$ cat config.mk
export PLATFORM = sky130hd
export DESIGN_NAME = multi_cycle_sequencer
export DESIGN_NICKNAME = d
export VERILOG_FILES = /design/src/rtl/multi_cycle_sequencer.sv
export SDC_FILE = /design/constraint.sdc
export NUM_CORES = 1
export LEC_CHECK = 0
export ABC_AREA = 1
export BUFFER_PORTS_ARGS = -buffer_cell sky130_fd_sc_hd__buf_2
export CAP_MARGIN = 10
export CORE_UTILIZATION = 28
export CTS_BUF_LIST = sky130_fd_sc_hd__clkbuf_8
export DETAILED_ROUTE_END_ITERATION = 10
export MAX_ROUTING_LAYER = met4
export SYNTH_ARGS = -nofsm -noshare
export SYNTH_HDL_FRONTEND = slang
export SYNTH_SLANG_ARGS = --single-unit
$ cat constraint.sdc
create_clock -name clk -period 1.5 [get_ports clk]
set_input_delay 0.375 -clock clk [delete_from_list [all_inputs] [get_ports clk]]
set_output_delay 0.375 -clock clk [all_outputs]
set_load 0.02 [all_outputs]
$ cat src/rtl/multi_cycle_sequencer.sv
// multi_cycle_sequencer
//
// This block expands CALL, RET and RTI into a two-opcode pair for the control
// unit. It also injects a two-opcode interrupt entry sequence (11110, 11111)
// when an interrupt is pending. While a pair is in flight, the PC and the
// fetch/decode register are held. This keeps the instruction in decode
// available, so it can be presented again after the sequence.
//
// Ports
//   clk        rising-edge clock
//   rst        synchronous, active-high reset
//   inOpCode   [4:0] opcode currently in decode
//   interrupt  interrupt request (a single-cycle pulse is enough)
//   stall      hazard stall; freezes sequencing and issues a bubble
//   outOpCode  [4:0] opcode presented to the control unit
//   pcHold     1 = PC and fetch/decode register must not advance
//   intAck     1 in the cycle 11111 is issued
//   busy       1 while a second part is outstanding (state != IDLE)
module multi_cycle_sequencer (
  input  logic       clk,
  input  logic       rst,
  input  logic [4:0] inOpCode,
  input  logic       interrupt,
  input  logic       stall,
  output logic [4:0] outOpCode,
  output logic       pcHold,
  output logic       intAck,
  output logic       busy
);

  typedef enum logic [2:0] {
    IDLE  = 3'd0,
    CALL2 = 3'd1,
    RET2  = 3'd2,
    RTI2  = 3'd3,
    INT1  = 3'd4,
    INT2  = 3'd5
  } state_t;

  localparam logic [4:0] OP_NOP   = 5'b00000;
  localparam logic [4:0] OP_CALL1 = 5'b11000;
  localparam logic [4:0] OP_CALL2 = 5'b11001;
  localparam logic [4:0] OP_RET1  = 5'b11010;
  localparam logic [4:0] OP_RET2  = 5'b11011;
  localparam logic [4:0] OP_RTI1  = 5'b11100;
  localparam logic [4:0] OP_RTI2  = 5'b11101;
  localparam logic [4:0] OP_INT1  = 5'b11110;
  localparam logic [4:0] OP_INT2  = 5'b11111;

  state_t     state_q, state_d;
  logic       intPending_q, intPending_d;
  logic [4:0] outOpCode_d;
  logic       pcHold_d;
  logic       intAck_d;

  // Next state and outputs are decoded together. The outputs are combinational
  // so that the control unit sees the opcode in the same cycle as decode.
  always_comb begin
    state_d     = state_q;
    outOpCode_d = OP_NOP;
    pcHold_d    = 1'b0;
    intAck_d    = 1'b0;
    if (rst) begin
      state_d = IDLE;
    end else if (stall) begin
      // Bubble to the control unit. Holding the PC keeps the pair intact.
      pcHold_d = 1'b1;
    end else begin
      unique case (state_q)
        IDLE: begin
          if (intPending_q) begin
            // The interrupt beats decode. The held opcode is replayed later.
            outOpCode_d = OP_INT1;
            pcHold_d    = 1'b1;
            state_d     = INT2;
          end else begin
            unique case (inOpCode)
              OP_CALL1: begin
                outOpCode_d = OP_CALL1;
                pcHold_d    = 1'b1;
                state_d     = CALL2;
              end
              OP_RET1: begin
                outOpCode_d = OP_RET1;
                pcHold_d    = 1'b1;
                state_d     = RET2;
              end
              OP_RTI1: begin
                outOpCode_d = OP_RTI1;
                pcHold_d    = 1'b1;
                state_d     = RTI2;
              end
              // Second-part and interrupt opcodes are never legal from fetch.
              OP_CALL2, OP_RET2, OP_RTI2, OP_INT1, OP_INT2: begin
                outOpCode_d = OP_NOP;
              end
              default: begin
                outOpCode_d = inOpCode;
              end
            endcase
          end
        end
        CALL2: begin
          outOpCode_d = OP_CALL2;
          state_d     = IDLE;
        end
        RET2: begin
          outOpCode_d = OP_RET2;
          state_d     = IDLE;
        end
        RTI2: begin
          outOpCode_d = OP_RTI2;
          state_d     = IDLE;
        end
        INT2: begin
          outOpCode_d = OP_INT2;
          intAck_d    = 1'b1;
          state_d     = IDLE;
        end
        // INT1 is reserved, and the two spare encodings are unused. Each of
        // them issues a bubble and returns to IDLE.
        default: begin
          state_d = IDLE;
        end
      endcase
    end
  end

  // A new request always wins over the clear at the end of INT2.
  always_comb begin
    intPending_d = intPending_q;
    if (rst) begin
      intPending_d = 1'b0;
    end else if (interrupt) begin
      intPending_d = 1'b1;
    end else if (!stall && state_q == INT2) begin
      intPending_d = 1'b0;
    end
  end

  always_ff @(posedge clk) begin
    state_q      <= state_d;
    intPending_q <= intPending_d;
  end

  assign outOpCode = outOpCode_d;
  assign pcHold    = pcHold_d;
  assign intAck    = intAck_d;
  assign busy      = !rst && (state_q != IDLE);

endmodule

Word level (Yosys, flattened, before mapping). Index checks and enable logic that the tools add are counted.

Register bits after elaboration: 4. Bits of input ports: 9. Output and inout bits: 8. Logic and storage cells: 44.

Bitwise operators: 1. Reductions and logical operators: 10. Mux-type cells: 18. Equal/unequal tests: 13.

Operators with widths (count): 5-bit equality test, second input constant (8); 5-bit case mux with 5 select lines (1); 5-bit case mux with 4 select lines (1); 5-bit 2-to-1 mux (3); 1-bit 2-to-1 mux (10); 3-bit case mux with 3 select lines (1); 3-bit by 2-bit equality test with 1-bit output, second input constant (2); 3-bit 2-to-1 mux (2); 5-bit by 2-bit != test with 1-bit output, second input constant (1); 5-bit OR reduction (1); 3-bit by 1-bit equality test with 1-bit output, second input constant (1); 3-bit equality test, second input constant (1); 3-bit logical NOT (1); 3-bit nonzero test (1); 3-bit OR reduction (1); 1-bit logical AND (2); 1-bit logical NOT (2); 2-bit AND reduction (1); 2-bit nonzero test (1); 1-bit inverter (1).

Longest topological paths before layout.
Depth after elaboration: 7. Gate-level depth with buffers: 8. Depth with buffers taken out: 8.

Worst setup path before layout. OpenSTA, ideal clock, no wires.

Kind: input-to-output. Start: in inOpCode[0]. End: out outOpCode[3]. Slack: -65 ps. Path buffers: 0. Data arrival time: 1190 ps. Data required time: 1125 ps. Cell stages on the path: 5. Cell sequence: nor2_1 nand2_4 nand4_1 nand2_1 a21oi_1.

Word-level cells in the longest chain between the ends: 7.

Ends and longest elaborated chain: from (decl) (RTL line 22) `input logic [4:0] inOpCode,`; 5-bit equality test (RTL line 77) `unique case (inOpCode)`; 5-bit OR reduction (RTL line 77); 5-bit case mux with 4 select lines * (RTL line 77); 5-bit 2-to-1 mux * (RTL line 71) `if (intPending_q) begin`; 5-bit case mux with 5 select lines * (RTL line 69) `unique case (state_q)`; 5-bit 2-to-1 mux * (RTL line 65) `end else if (stall) begin`; 5-bit 2-to-1 mux * (RTL line 63) `if (rst) begin`; to (decl) (RTL line 25) `output logic [4:0] outOpCode,`.

Mark *: on every way between the ends. The rest lies on a longest branch, timed or not.

Worst setup path in the final report.
Start: reg state_q[0]. End: out outOpCode[2].

Word-level cells in the longest chain between the ends: 4.

Ends and longest elaborated chain: from (decl) (RTL line 50) `state_t state_q, state_d;`; from (signal assigned) (RTL line 142) `state_q <= state_d;`; 3-bit equality test, or another cell as far along (RTL line 69); 5-bit case mux with 5 select lines * (RTL line 69); 5-bit 2-to-1 mux * (RTL line 65); 5-bit 2-to-1 mux * (RTL line 63).

Marks and branches as above.

==> impl_metrics.csv <==
group,metric,value,unit
sta,min_period,1634,ps
global_routing,globalRouteOverflowTotal,0,
logic_synthesis,avgSynthCellArea,6.150,um2
clock_network,htreeDepth,1,
finish,fin_nets,124,
route,routed_wl,1401,um
finish,fillers,117,
sta,worst_pin_slew,331.5,ps
status,status,"complete, but fails checks",
route,final_antenna_net_count,0,
route,vias,615,
clock_network,numCtsBuffers,3,
global_routing,track_usage,0.1742,
floorplanning,pin_count,17,
clock_network,clock-sinks,4,
logic_synthesis,syn_inst,71,
finish,syn_to_final_growth,95.42,%
placed_design,dpl_cell_area,688.2,um2
logic_synthesis,synth_seq_area_share,0.1834,
global_routing,grt.busiest_layer,"met2",
logic_synthesis,syn_area,436.7,um2
sta,maxSlewViolCount,0,
job,drv_cap,0,
floorplanning,design.die.area,1721,um2
worst_setup_path,critPathRequiredTime,1120,ps
placed_design,numPortBuffers,16,
worst_setup_path,r2r-end,"intPending_q$_SDFFE_PP0P_",
global_routing,grt_util_met2,0.2969,
worst_setup_path,cp-end-kind,"output port",
clock_network,clk_pin_slew_worst_paths,30,ps
global_routing,grt_pass1_wl,2380,um
placed_design,hpwl,979,um
worst_setup_path,r2r_cells,7,
logic_synthesis,yosys_warnings,0,
hold_path,hp-start,"interrupt",
finish,final_util,0.6172,
sta,period_share,1.089,
sta,skew,4.106,ps
global_routing,grt_max_degree,8,
worst_setup_path,crit_fanout,7,
worst_setup_path,regToRegStartpoint,"state_q[0]$_SDFFE_PP0P_",
global_routing,grt_pass1_vias,583,
global_routing,antenna_found_initial,0,
hold_path,hold_end,"intPending_q$_SDFFE_PP0P_",
power_and_ir_drop,p_leak,0.4406,nW
global_routing,grt_use_met1,0.2158,
finish,layout-drive-gt1-share,0.6018,
clock_network,ctsHoldBuffers,0,
finish,diodes,0,
clock_network,tritoncts,"done",
worst_setup_path,crit_type,"reg -> out",
clock_network,cts_buffer_depth,2,
logic_synthesis,ys_ff_latch,4,
hold_path,hold_path.class,"in -> reg",
sta,max_freq,612.1,MHz
worst_setup_path,crit_arrival,1260,ps
logic_synthesis,ys_types,18,
placed_design,place.gp.congestion,0.7988,
floorplanning,dieWidth,41.49,um
route,vias_per_cell,4.805,
worst_setup_path,crit_path_start,"state_q[0]$_SDFFE_PP0P_",
route,dr.pass1.iters,4,
sta,setup_violations,8,
worst_setup_path,reg2reg_setup_slack,200,ps
sta,timing.final.hold_violations,0,
floorplanning,initial_utilization,0.3158,
clock_network,clk_latency,210,ps
sta,rsz0062_at_grt,"yes",
route,drc_errors,0,
route,wire_per_inst,10.95,um
power_and_ir_drop,power_density,841.2,nW/um2
hold_path,holdPathStages,3,
floorplanning,die_h,41.49,um
sta,slew_headroom,0.7782,
floorplanning,fp.coreArea,1383,um2
route,dr.first_iter.drc_count,18,
status,violations,"setup timing",
sta,worst_slack,-133.7,ps
floorplanning,rows,13,
finish,final_cell_area,853.3,um2
global_routing,use_met3,0.03913,
power_and_ir_drop,peakVddDrop,0.9198,mV
logic_synthesis,synth_fp_nets,80,
worst_setup_path,start_kind,"flop",
clock_network,clock-root-buffer,"clkbuf_8",
## cells in the final DEF, fill, tap and decap left out
master and n:
nand3_1 7, a21oi_1 4, nand2_1 16, o211ai_1 1, dfxtp_2 2, o21ai_4 1
nor2_4 4, buf_6 3, nor2_1 5, buf_2 8, nand2_4 3, o21ai_1 1
buf_4 28, nand2_2 1, o21ai_2 1, inv_1 4, clkinv_2 1, clkbuf_8 3
a31oi_2 1, nand3_2 1, nor2_2 1, inv_6 1, dfxtp_1 2, inv_2 3
a21oi_2 4, nand3_4 2, nand4_1 5
## synthesized netlist by cell type (all sizes together)
cell    instances  area share
clkinv          1       0.011
o21ai           3       0.043
nand3          10        0.17
o211ai          1       0.017
dfxtp           4        0.18
a31oi           1       0.014
a21oi           8       0.092
inv             8       0.069
nor2           10        0.11
nand4           5       0.072
nand2          20        0.21
## logic make-up after synthesis
logic type	share of synthesized area
simple gates	0.5702
buf+inv	0.08022
flops	0.1834
compound gates	0.1662
## through the flow
step / hold WS (ps) / setup WS (ps) / power [W] / cells / TNS (ps)
after detailed placement: 503.9 / -148.5 / 0.0004181 / 120 / -632.4
after global routing: 431.2 / -199.6 / 0.0007579 / 128 / -1247
final: 409.4 / -133.7 / 0.0007178 / 128 / -705.8
after floorplan: 447.4 / -33.62 / 0.0003009 / 71 / -33.62
after global placement: 506.3 / -115.1 / 0.0004172 / 120 / -449.1
after CTS: 417.3 / -154.3 / 0.0006895 / 127 / -683.1
## area by class of cell
cell class | count | area (um2) | area share
clock buffer | 3 | 41.29 | 0.04839
inverter | 9 | 40.04 | 0.04692
multi-input combinational | 58 | 386.6 | 0.4531
sequential | 4 | 82.58 | 0.09677
timing repair buffer | 39 | 284.0 | 0.3328
tap | 15 | 18.77 | 0.02199
## critical path, cell delays in order, from the launching register on
cell and delay, ps:
dfxtp_2 330, nor2_4 140, nand2_4 90, inv_6 90
o211ai_1 100, a31oi_2 130, buf_4 160
## where the power goes
group          switching, W  internal (W)  leakage, nW
registers         0.0000127      0.000119       0.0338
clock network     0.0000492      0.000170       0.0216
logic              0.000201      0.000165        0.385
total              0.000263      0.000455        0.441
## repair_timing
item / CTS / global route
pin swaps: 6 / 4
gates resized for setup: 18 / 11
buffers inserted: 4 / 1
setup endpoints to repair: 8 / 8
## metal layers
metal | vias to the layer above | routed length [um]
met3 | 2 | 65
met5 | - | 0
li1 | 325 | -
met4 | 0 | 8
met2 | 17 | 660
met1 | 271 | 667
## sequential cells by signal, summed over array words and instances (netlist names)
register	count
intPending_q	1
state_q	3
## worst max-delay path by stage
| stage | endpoint | slack, ps | cells past startpoint |
|---|---|---|---|
| floorplan | outOpCode[0] | -30 | 4 |
| global placement | pcHold | -120 | 7 |
| detailed placement | outOpCode[3] | -150 | 7 |
| CTS | outOpCode[2] | -150 | 6 |
| global route | outOpCode[2] | -200 | 6 |
| finish | outOpCode[2] | -130 | 6 |
Power figures use the tool's default switching activity.
